<file path="config.mk">
export PLATFORM = sky130hd
export DESIGN_NAME = regs_wr_arb
export DESIGN_NICKNAME = d
export VERILOG_FILES = /design/src/rtl/regs_wr_arb.sv
export SDC_FILE = /design/constraint.sdc
export NUM_CORES = 1
export LEC_CHECK = 0
export CAP_MARGIN = 25
export CORE_MARGIN = 4
export CORE_UTILIZATION = 45
export DETAILED_ROUTE_END_ITERATION = 7
export DONT_BUFFER_PORTS = 1
export PLACE_DENSITY = 0.65
export SLEW_MARGIN = 10
export SYNTH_ARGS = -nofsm -noshare
export SYNTH_HDL_FRONTEND = slang
export SYNTH_SLANG_ARGS = --single-unit
</file>
<file path="constraint.sdc">
create_clock -name clk -period 2.2 [get_ports clk]
set_input_delay 0.44 -clock clk [delete_from_list [all_inputs] [get_ports clk]]
set_output_delay 0.44 -clock clk [all_outputs]
set_load 0.005 [all_outputs]
</file>
<file path="src/rtl/regs_wr_arb.sv">
// Two-port write arbiter for the picoMIPS register file: A has priority, B is forced after STARVE_MAX losses.
// Optional macro REGS_WR_ARB_FWD_EN adds combinational read forwarding from the registered write stage.
module regs_wr_arb #(
  parameter int unsigned n            = 8,
  parameter int unsigned STARVE_MAX   = 3,
  parameter bit          ZERO_PROTECT = 1'b1
) (
  input  logic         clk,
  input  logic         reset_n,
  input  logic         stall,
  input  logic         wa_valid,
  input  logic [1:0]   wa_addr,
  input  logic [n-1:0] wa_data,
  output logic         wa_ready,
  input  logic         wb_valid,
  input  logic [1:0]   wb_addr,
  input  logic [n-1:0] wb_data,
  output logic         wb_ready,
  output logic         w,
  output logic [1:0]   Waddr1,
  output logic [n-1:0] Wdata,
  output logic [3:0]   starve_cnt
`ifdef REGS_WR_ARB_FWD_EN
  ,
  input  logic [1:0]   fwd_raddr1,
  input  logic [7:0]   fwd_rdata1_in,
  input  logic [7:0]   fwd_raddr2,
  input  logic [n-1:0] fwd_rdata2_in,
  output logic [7:0]   fwd_rdata1_out,
  output logic [n-1:0] fwd_rdata2_out
`endif
);

  localparam int unsigned AW = 2;
  localparam int unsigned CW = 4;
  localparam logic [CW-1:0] STARVE_LIM = CW'(STARVE_MAX);

  logic          w_q, w_d;
  logic [AW-1:0] waddr_q, waddr_d;
  logic [n-1:0]  wdata_q, wdata_d;
  logic [CW-1:0] starve_q, starve_d;

  logic          gnt_a, gnt_b, issue;
  logic [AW-1:0] gnt_addr;
  logic [n-1:0]  gnt_data;

  // Grant: B wins when alone or when it has lost STARVE_MAX times in a row
  always_comb begin
    gnt_a = 1'b0;
    gnt_b = 1'b0;
    if (reset_n && !stall) begin
      if (wb_valid && (!wa_valid || starve_q >= STARVE_LIM)) gnt_b = 1'b1;
      else if (wa_valid)                                      gnt_a = 1'b1;
    end
  end

  assign wa_ready = gnt_a;
  assign wb_ready = gnt_b;

  // Next-state for the write stage and the starvation counter
  always_comb begin
    gnt_addr = gnt_b ? wb_addr : wa_addr;
    gnt_data = gnt_b ? wb_data : wa_data;
    issue    = (gnt_a || gnt_b) && !(ZERO_PROTECT && gnt_addr == '0);
    w_d      = issue;
    waddr_d  = issue ? gnt_addr : waddr_q;
    wdata_d  = issue ? gnt_data : wdata_q;
    starve_d = starve_q;
    if (!stall) begin
      if (!wb_valid || gnt_b)                  starve_d = '0;
      else if (gnt_a && starve_q < STARVE_LIM) starve_d = starve_q + CW'(1);
    end
  end

  always_ff @(posedge clk) begin
    if (!reset_n) begin
      w_q      <= 1'b0;
      waddr_q  <= '0;
      wdata_q  <= '0;
      starve_q <= '0;
    end else begin
      w_q      <= w_d;
      waddr_q  <= waddr_d;
      wdata_q  <= wdata_d;
      starve_q <= starve_d;
    end
  end

  assign w          = w_q;
  assign Waddr1     = waddr_q;
  assign Wdata      = wdata_q;
  assign starve_cnt = starve_q;

`ifdef REGS_WR_ARB_FWD_EN
  logic fwd_ok, fwd_hit1, fwd_hit2;

  // Bypass the value being written this cycle; %0 is never forwarded when protected
  assign fwd_ok         = w_q && !(ZERO_PROTECT && waddr_q == '0);
  assign fwd_hit1       = fwd_ok && (fwd_raddr1 == waddr_q);
  assign fwd_hit2       = fwd_ok && (fwd_raddr2 == 8'(waddr_q));
  assign fwd_rdata1_out = fwd_hit1 ? 8'(wdata_q) : fwd_rdata1_in;
  assign fwd_rdata2_out = fwd_hit2 ? wdata_q : fwd_rdata2_in;
`endif

endmodule

</file>
; ---- Word-level counts from Yosys, hierarchy flattened
; Index checks and enable logic that the tools add are counted.
[word_totals]
inputBits = 25
out_inout_bits = 17
wordCells = 31
reg_bits = 15
[classes]
magnitude_cmp = 2
addsub = 1
n_bitwise = 1
n_reduce_logical = 14
muxes = 9
[ops]
columns = operator, count
row1 = $mux 4, 2
row2 = $mux 8, 1
row3 = $mux 1, 5
row4 = $add 4x1->4 const B, 1
row5 = $ge 4x2->1 const B, 1
row6 = $logic_and 1x1->1, 4
row7 = $logic_not 1->1, 4
row8 = $lt 4x2->1 const B, 1
row9 = $logic_or 1x1->1, 3
row10 = $logic_not 2->1, 1
row11 = $mux 2, 1
row12 = $reduce_and 2->1, 1
row13 = $reduce_bool 2->1, 1
row14 = $not 1->1, 1

; ---- Logic depth before layout (Yosys ltp)
; Gate-level depths: netlist (run 1).
[depth]
word_depth = 9
ltp_mapped = 6
depth_no_buf = 5

; ---- Worst setup path before layout (run 1)
; Ideal clock, no wire load.
[synth_path]
kind = flip-flop to flip-flop
from = reg starve_q[0] (netlist: starve_cnt[0])
to = reg wdata_q[0] (netlist: Wdata[0])
setup_time_ps = 95
stages_incl_launch_ff = 7
synth_period_minus_slack_ps = 1933
setup_slack_ps = 267
arrival_time_ps = 1838
path_buffers = 1
required_ps = 2105
cell_sequence = dfxtp_1 -> ha_1 -> or4b_1 -> buf_6 -> a211oi_4 -> a31oi_4 -> a221oi_1
[synth_between]
elab_chain_len = 9
elab_cells_between_ends = 13
cone_classes = 1 x order compare / 6 x mux / 6 x reduce/logical
[synth_lines]
columns = element, line
row1 = from (decl), 41  ; logic [CW-1:0] starve_q, starve_d;
row2 = from (signal assigned), 85  ; starve_q <= starve_d;
row3 = $ge 4x2->1 (*), 52  ; if (wb_valid && (!wa_valid || starve_q >= STARVE_LIM)) gnt_b = 1'b1;
row4 = $logic_or 1x1->1 (*), 52
row5 = $logic_and 1x1->1 (*), 52
row6 = $mux 1, 52
row7 = $mux 1, 51  ; if (reset_n && !stall) begin
row8 = $mux 2, 62  ; gnt_addr = gnt_b ? wb_addr : wa_addr;
row9 = $logic_not 2->1, 64  ; issue = (gnt_a || gnt_b) && !(ZERO_PROTECT && gnt_addr == '0);
row10 = $logic_not 1->1, 64
row11 = $logic_and 1x1->1, 64
row12 = to (signal assigned), 84  ; wdata_q <= wdata_d;
row13 = to (decl), 40  ; logic [n-1:0] wdata_q, wdata_d;
; Mark *: on every way between the ends. The rest lies on a longest branch, timed or not.
; A chain may end at the register's enable or synchronous reset.

; ---- Worst setup path after layout (run 1)
[layout_path]
from = reg starve_q[0] (netlist: starve_cnt[0])
to = out wa_ready
[layout_between]
elab_chain_len = 5
[layout_lines]
columns = element, line
row1 = $ge 4x2->1, 52
row2 = $logic_or 1x1->1, 52
row3 = $logic_and 1x1->1, 52
row4 = $mux 1, 52
row5 = $mux 1, 51
row6 = to (decl), 14  ; output logic wa_ready,
; No other way between the ends.

==> impl_metrics.py, run 1 <==
metrics = {
    "yosys": {
        "ys_top_cells_by_area": "dfxtp_1 (42%), a221oi_1 (9.7%), inv_1 (8.9%)",
        "synthTopCellsByCount": "inv_1 (17), dfxtp_1 (15), o21ai_0 (10)",
        "synth-seq-area-share_pct": 41.7,
        "synth_area_leader_cell": "dfxtp_1",
        "ys_async_sr_fraction_pct": 0,
        "synth-xor-area-share_pct": 0,
        "avgSynthCellArea_um2": 8.68,
        "synth_top_family_by_area": "compound AO/OA/AOI/OAI gates",
        "synth.most_common_cell": "inv_1",
        "synthAdderAreaFrac_pct": 1.74,
        "synthSimpleGateAreaFrac_pct": 18.4,
        "synth-seq-cells": 15,
        "synth_compound_area_share_pct": 27.3,
        "synthesis.nets": 109,
        "synth_cell_type_count": 26,
        "syn_inst": 83,
        "synth_edf_count": 0,
        "synth_top_area_share_pct": 41.7,
        "synth_area_um2": 721,
        "yosys_warnings": 0,
        "yosys_most_used_dff": "dfxtp_1",
        "synthMuxAreaShare_pct": 0,
    },
    "worst_setup_path": {
        "cpMaxStageDelayCell": "or4b_4",
        "crit_start": "starve_cnt[0]",
        "crit_path_max_incr_delay_ps": 540,
        "start_kind": "flip-flop",
        "arrival_ps": 1670,
        "cp-end-kind": "output port",
        "worstPathMaxFanout": 8,
        "rr_startpoint": "starve_cnt[0]",
        "path_class": "reg2out",
        "path_cells": "ha_1 -> or4b_4 -> nand2_1 -> and3_2",
        "worst_ep_required_time_ps": 1760,
    },
    "floorplan": {
        "row_count": 14,
        "die_x_um": 48.0,
        "start_util_pct": 47.8,
        "coreArea_um2": 1510,
        "die_y_um": 48.0,
        "dieArea_um2": 2310,
        "io_pins": 42,
    },
    "sta": {
        "slew_headroom_pct": 75.0,
        "finalMaxSlewViolations": 0,
        "worst_slack_ps": 89.4,
        "finalSetupTns_ps": 0,
        "clock_skew_ps": 9.19,
        "post-route-period-util_pct": 95.9,
        "timing.fmax_mhz": 474,
        "rsz0062_at_grt": "false",
        "setup_viol": 0,
        "finalHoldViolCount": 0,
        "worstMarginPinSlew_ps": 372,
        "finalCriticalPeriod_ps": 2110,
        "finalHoldWorstSlack_ps": 279,
    },
    "outcome": {
        "status": "finished, final reports clean",
    },
    "hold_path": {
        "hp-start": "reset_n",
        "hold_class": "in2reg",
    },
    "finish": {
        "drive_gt1_share_pct": 15.1,
        "areaGrowthSynthToFinish_pct": 6.25,
        "final_util_pct": 50.8,
        "final_nets": 113,
        "antenna_cells": 0,
        "final_area_um2": 766,
        "nFillCells": 144,
        "multi_input_comb_area_um2": 345,
        "seq_area_um2": 302,
    },
    "routing": {
        "totalWireLength_um": 1610,
        "drc": 0,
        "drtIter0Drc": 5,
        "antenna_left": 0,
        "vias_per_cell": 5.69,
        "first_pass_iters": 4,
        "wl_per_cell_um": 15.8,
        "via_count": 580,
    },
    "placement": {
        "place_ws_ps": 149,
        "port_buffers": 0,
        "globalplace.congestion": 0.806,
        "dp.final_hpwl_um": 1220,
        "placed_area_um2": 733,
    },
    "clocking": {
        "cts_tree": "done",
        "clock_path_buffers": 2,
        "root_buffer": "clkbuf_4",
        "cts_buffers": 3,
        "h-tree-depth": 1,
        "cts_sinks": 15,
        "insertion_delay_ps": 280,
        "path_clk_slew_ps": 90,
    },
    "power": {
        "power_density_nw_per_um2": 658,
        "leakagePower_uw": 0.000314,
        "ir_drop_uv": 256,
    },
    "grt": {
        "grt_pass1_wl_um": 2280,
        "grtUsageTotal_pct": 14.6,
        "grt_antenna_before_repair": 0,
        "grt_max_degree": 17,
        "grt_pass1_vias": 502,
        "grt_overflow": 0,
    },
    "flow_run": {
        "cap_viol_max_count": 0,
    },
}
timing repair:
action,4_1_cts,5_1_grt
setup endpoints to repair,1,1
gates resized for setup,1,1
setup buffers,0,0
pin swaps,0,0
hold buffers,0,0
path summary, 6_finish.rpt:
kind / end / depth (start not counted) / slack, ps
worst max register to register: Wdata[6] / 5 / 310
worst min register to register: Wdata[0] / 2 / 480
worst max-delay path: wa_ready / 4 / 90
worst min-delay path: starve_cnt[1] / 1 / 280
worst max-delay path, delay by kind of cell, from the launching register on:
family        cells  cell delay [ps]
flops             1              350
fa+ha+maj         1              190
simple gates      3              840
area by class of cell:
type,count,area share (%)
Clock buffer,3,2.94
Multi-Input combinational cell,49,45.1
Tap cell,16,2.61
Clock inverter,1,0.654
Sequential cell,15,39.4
Timing Repair Buffer,1,0.980
Inverter,17,8.33
report_power, final:
part           switching (uW)  total, uW  internal [uW]
logic                    26.6       48.2           21.7
clock network            93.1        161           67.4
registers                9.69        295            285
total                     129        504            374
routing by layer:
layer / wire length [um] / global-route usage (%)
met3: 218 / 8.65
met1: 666 / 18.2
met4: 0 / 6.45
met5: 0 / 0
met2: 725 / 20.1
through the flow:
step / std cells / total power, uW
final: 102 / 504
after global routing: 102 / 531
after CTS: 102 / 510
after detailed placement: 98 / 349
after global placement: 98 / 348
after floorplan: 83 / 343
sequential cells by signal (all words and copies together) (netlist names):
name,flops
Wdata,8
Waddr1,2
starve_cnt,4
w,1
cells in the final DEF, fill, tap and decap left out, drive strengths merged:
cell	synthesis	routed
nor2	1	1
and3	3	3
a31oi	1	1
buf	2	1
nand4	2	2
nand2	7	7
inv	17	17
o21bai	2	2
a221oi	8	8
o31ai	2	2
and2b	1	1
nor2b	2	2
a21oi	1	1
and2	2	2
nand3	1	1
clkinv	0	1
nor3b	1	1
dfxtp	15	15
nand2b	1	1
ha	1	1
a211oi	1	1
clkbuf	0	3
or2	1	1
o21ai	10	10
or4b	1	1
cell families (layout without fill, tap and decap cells):
logic type / Yosys count / in the layout
adder cells (fa/ha/maj): 1 / 1
AND/OR/NAND/NOR: 23 / 23
AO/OA/AOI/OAI: 25 / 25
buffers and inverters: 19 / 22
flip-flops: 15 / 15
(Power assumes the default switching activity.)
==> run 2: changes to the inputs <==
Settings changed: CORE_MARGIN 4 to default, CORE_UTILIZATION 45 to 50, PLACE_DENSITY 0.65 to 0.7, RECOVER_POWER from default to 50.
==> run 2 against run 1 <==
Against the previous run:
- sequential power hardly changed
- non-clock buffer count is the same
- worst setup slack improved by 4.1 ps
- combinational power about the same
- final area fell by 0.49%
- clock power down 4%
- critical path type unchanged
- largest cell class unchanged
==> impl_metrics.py, run 2 (synthesis gave the netlist of run 1 again) <==
metrics = {
    "outcome": {
        "status": "finished, final reports clean",
    },
    "power": {
        "leakagePower_uw": 0.000311,
        "ir_drop_uv": 244,
        "power_frac_comb_pct": 9.7,
        "p_switching_uw": 120,
        "power.share.clock_pct": 31.1,
        "p_sw_share_pct": 24.2,
        "power.internal_uw": 377,
        "power_density_nw_per_um2": 652,
        "p_total_uw": 497,
        "pwr-share-seq_pct": 59.2,
    },
    "worst_setup_path": {
        "path_class": "reg2out",
        "cp-end-kind": "output port",
        "worstPathMaxFanout": 8,
        "arrival_ps": 1670,
        "start_kind": "flip-flop",
        "worst_ep_required_time_ps": 1760,
    },
    "finish": {
        "final_cell_mix": "inv_1 (17), dfxtp_1 (15), o21ai_0 (10)",
        "antenna_cells": 0,
        "final_nets": 113,
        "final_util_pct": 57.8,
        "final_area_um2": 762,
        "largest_reg_flops": 8,
        "final_common_cell": "inv_1",
        "nFillCells": 126,
        "seq_area_um2": 300,
        "multi_input_comb_area_um2": 345,
        "areaGrowthSynthToFinish_pct": 5.73,
        "drive_gt1_share_pct": 12.8,
    },
    "clocking": {
        "hold_buffers": 0,
        "path_clk_slew_ps": 80,
        "postCtsSetupBuffers": 0,
        "h-tree-depth": 1,
        "cts_buffers": 3,
        "cts_sinks": 15,
        "cts_tree": "done",
        "root_buffer": "clkbuf_4",
        "clock_path_buffers": 2,
        "insertion_delay_ps": 280,
        "post_cts_resized": 1,
    },
    "placement": {
        "placed_area_um2": 732,
        "port_buffers": 0,
        "dp.final_hpwl_um": 1040,
        "globalplace.congestion": 0.690,
    },
    "sta": {
        "worstMarginPinSlew_ps": 377,
        "finalHoldWorstSlack_ps": 293,
        "finalSetupTns_ps": 0,
        "setup_viol": 0,
        "finalHoldViolCount": 0,
        "finalMaxSlewViolations": 0,
        "post-route-period-util_pct": 95.7,
        "finalCriticalPeriod_ps": 2110,
        "slew_headroom_pct": 74.6,
        "clock_skew_ps": 0.769,
        "rsz0062_at_grt": "false",
        "timing.fmax_mhz": 475,
    },
    "routing": {
        "drc": 0,
        "vias_per_cell": 5.68,
        "totalWireLength_um": 1390,
        "first_pass_iters": 3,
        "wl_per_cell_um": 13.8,
        "via_count": 574,
        "drtIter0Drc": 6,
        "antenna_left": 0,
    },
    "grt": {
        "grtUsageTotal_pct": 18.6,
        "grt_max_degree": 17,
        "grt_antenna_before_repair": 0,
        "grt_pass1_wl_um": 1940,
        "grt_pass1_vias": 491,
        "grt_overflow": 0,
    },
    "floorplan": {
        "die_y_um": 40.0,
        "start_util_pct": 54.7,
        "dieArea_um2": 1600,
        "die_x_um": 40.0,
        "row_count": 13,
        "coreArea_um2": 1320,
        "io_pins": 42,
    },
    "hold_path": {
        "hold_class": "in2reg",
    },
    "flow_run": {
        "cap_viol_max_count": 0,
    },
}
==> run 2: changes by cell type in the layout (fill, tap and decap cells not counted) <==
cell / change
clkbuf_1: +1
clkinv_2: -1
dfxtp_1: +1
dfxtp_2: -1
==> run 2: final timing paths <==
kind                       from             to  slack (ps)  cells past startpoint
hold reg to reg       Waddr1[1]      Waddr1[1]         470                      2
setup / recovery  starve_cnt[0]       wa_ready          90                      4
setup reg to reg  starve_cnt[0]       Wdata[7]         280                      5
hold / removal          reset_n  starve_cnt[1]         290                      1
==> run 2: routing by layer <==
metal  global-route usage [%]  vias up  wire (um)
met4                     10.3        0         30
met3                     7.78        4        136
met2                     27.0       27        541
met5                        0        -          0
met1                     23.0      250        685
li1                         -      293          -
==> run 2: layout make-up <==
cell class	instances	share of cell area, %
repair buffers	1	0.985
clock buffers	4	3.45
inverters	17	8.37
well taps	15	2.46
flip-flops and latches	15	39.4
multi-input cells	49	45.3
==> run 2: critical path: stages (launching register included) <==
cell,delay [ps]
dfxtp_1,350
ha_1,200
or4b_4,540
nand2_1,110
and3_2,190
==> run 2: power groups by stage <==
stage	clock (uW)	combinational (uW)	sequential (uW)
floorplan	0	43.8	299
global placement	0	46.6	301
detailed placement	0	47.5	301
CTS	156	48.6	295
global route	167	55.0	297
finish	155	48.3	294
==> run 2: through the flow <==
step                instances  worst slack, ps
floorplan                  83              267
global placement           97              209
detailed placement         97              176
CTS                       101             80.2
global route              101             23.8
finish                    101             93.6
==> run 3: changes to the inputs <==
Settings changed: CTS_BUF_LIST from default to sky130_fd_sc_hd__clkbuf_2.
==> run 3 against run 2 <==
Against the previous run:
- clock skew about the same
- routed wire length down 0.29%
- register-to-register slack about the same
- total power down 4.2%
- fmax down 0.22%
- worst hold slack worse by 17 ps
- clock power down 14%
- critical path depth unchanged
- worst setup slack worse by 4.7 ps
- non-clock buffer count unchanged
==> impl_metrics.py, run 3 (synthesis gave the netlist of run 1 again) <==
metrics = {
    "finish": {
        "final_cell_mix": "inv_1 (17), dfxtp_1 (14), o21ai_0 (10)",
        "drive_gt1_share_pct": 15.1,
        "final_nets": 113,
        "final_common_cell": "inv_1",
        "antenna_cells": 0,
        "areaGrowthSynthToFinish_pct": 5.03,
        "nFillCells": 126,
        "largest_reg_flops": 8,
    },
    "routing": {
        "wl_per_cell_um": 13.8,
        "drc": 0,
        "drtIter0Drc": 5,
        "vias_per_cell": 5.66,
        "antenna_left": 0,
        "via_count": 572,
        "totalWireLength_um": 1390,
        "first_pass_iters": 2,
    },
    "sta": {
        "finalSetupTns_ps": 0,
        "setup_viol": 0,
        "finalMaxSlewViolations": 0,
        "finalCriticalPeriod_ps": 2110,
        "post-route-period-util_pct": 96.0,
        "slew_headroom_pct": 74.6,
        "rsz0062_at_grt": "false",
        "timing.fmax_mhz": 474,
        "finalHoldViolCount": 0,
        "clock_skew_ps": 0.842,
        "worstMarginPinSlew_ps": 377,
    },
    "floorplan": {
        "die_x_um": 40.0,
        "row_count": 13,
        "dieArea_um2": 1600,
        "coreArea_um2": 1320,
        "start_util_pct": 54.7,
        "io_pins": 42,
        "die_y_um": 40.0,
    },
    "worst_setup_path": {
        "reg2reg_depth": 5,
        "crit_path_max_incr_delay_ps": 540,
        "worstPathMaxFanout": 8,
        "path_cells": "ha_1 -> or4b_4 -> nand2_1 -> and3_2",
        "cpLargestDelayFamily": "simple AND/OR/NAND/NOR gates",
        "critPathBufInv": 0,
        "start_kind": "flip-flop",
        "worst_ep_required_time_ps": 1760,
        "path_class": "reg2out",
        "rr_startpoint": "starve_cnt[1]",
        "cpMaxStageDelayCell": "or4b_4",
        "cp-end-kind": "output port",
        "arrival_ps": 1670,
        "r2r_slack_ps": 290,
        "r2r-end": "Wdata[7]",
    },
    "hold_path": {
        "min_to": "starve_cnt[1]",
        "worstHoldPathCells": 1,
        "hold_class": "in2reg",
        "hp-start": "reset_n",
    },
    "clocking": {
        "cts_sinks": 15,
        "hold_buffers": 0,
        "postCtsSetupBuffers": 0,
        "h-tree-depth": 1,
        "insertion_delay_ps": 270,
        "cts_tree": "done",
        "cts_buffers": 3,
        "clock_path_buffers": 2,
        "path_clk_slew_ps": 140,
        "root_buffer": "clkbuf_2",
    },
    "flow_run": {
        "cap_viol_max_count": 0,
    },
    "grt": {
        "grt_pass1_vias": 481,
        "grt_antenna_before_repair": 0,
        "met3_usage_pct": 7.78,
        "grt_use_met2_pct": 26.6,
        "grt_overflow": 0,
        "grt.busiest_layer": "met2",
        "grt_pass1_wl_um": 1930,
        "grt_max_degree": 17,
        "use_met1_pct": 23.0,
        "grtUsageTotal_pct": 18.5,
    },
    "placement": {
        "globalplace.congestion": 0.690,
        "port_buffers": 0,
        "dp.final_hpwl_um": 1040,
    },
    "power": {
        "ir_drop_uv": 247,
        "power_density_nw_per_um2": 629,
        "p_total_uw": 476,
        "leakagePower_uw": 0.000313,
    },
    "outcome": {
        "status": "finished, final reports clean",
    },
}
## run 3: cell counts in the layout (fill, tap and decap cells not counted)
Identical to the previous run, type by type.
## run 3: worst max-delay path by stage
stage                     cells after the start       end     startpoint
after global placement                        5  Wdata[7]  starve_cnt[0]
after floorplan                               6  Wdata[0]  starve_cnt[0]
after CTS                                     4  wa_ready  starve_cnt[0]
after detailed placement                      5  Wdata[7]  starve_cnt[0]
after global routing                          4  wa_ready  starve_cnt[1]
final                                         4  wa_ready  starve_cnt[1]
## run 3: power breakdown
part	switching, uW	internal, uW	total, uW
clock	84.9	48.2	133
sequential	9.24	285	295
combinational	26.6	21.7	48.3
total	121	355	476
## run 3: stage by stage
stage / cell area, um^2 / setup WS (ps) / instances / hold WS (ps) / utilization (%)
6_report: 757 / 88.9 / 101 / 276 / 57.5
5_1_grt: 757 / 9.95 / 101 / 256 / 57.5
4_1_cts: 756 / 56.5 / 101 / 263 / 57.4
3_5_place_dp: 732 / 176 / 97 / 468 / 55.6
3_3_place_gp: 732 / 209 / 97 / 463 / 55.6
2_1_floorplan: 721 / 267 / 83 / 448 / -
## run 3: worst reg2reg max path, stage by stage (launching register included)
cell and delay (ps):
dfxtp_1 370, ha_1 190, or4b_4 540, and2_2 260, a31oi_4 300, a221oi_1 130
## run 3: timing repair
item | 4_1_cts | 5_1_grt
pin swaps | 0 | 0
resized for setup | 1 | 1
setup endpoints to repair | 1 | 1
## run 3: cell type report
cell class	instances	area [um^2]	area share [%]
clock buffers	4	20.0	2.64
inverters	17	63.8	8.43
multi-input cells	49	345	45.6
flip-flops and latches	15	302	39.8
well taps	15	18.8	2.48
repair buffers	1	7.51	0.992
## run 3: routing by layer
metal	routed length (um)	share of wire, %
met5	0	0
met2	542	39
met3	138	9.9
met1	678	49
met4	30	2.2
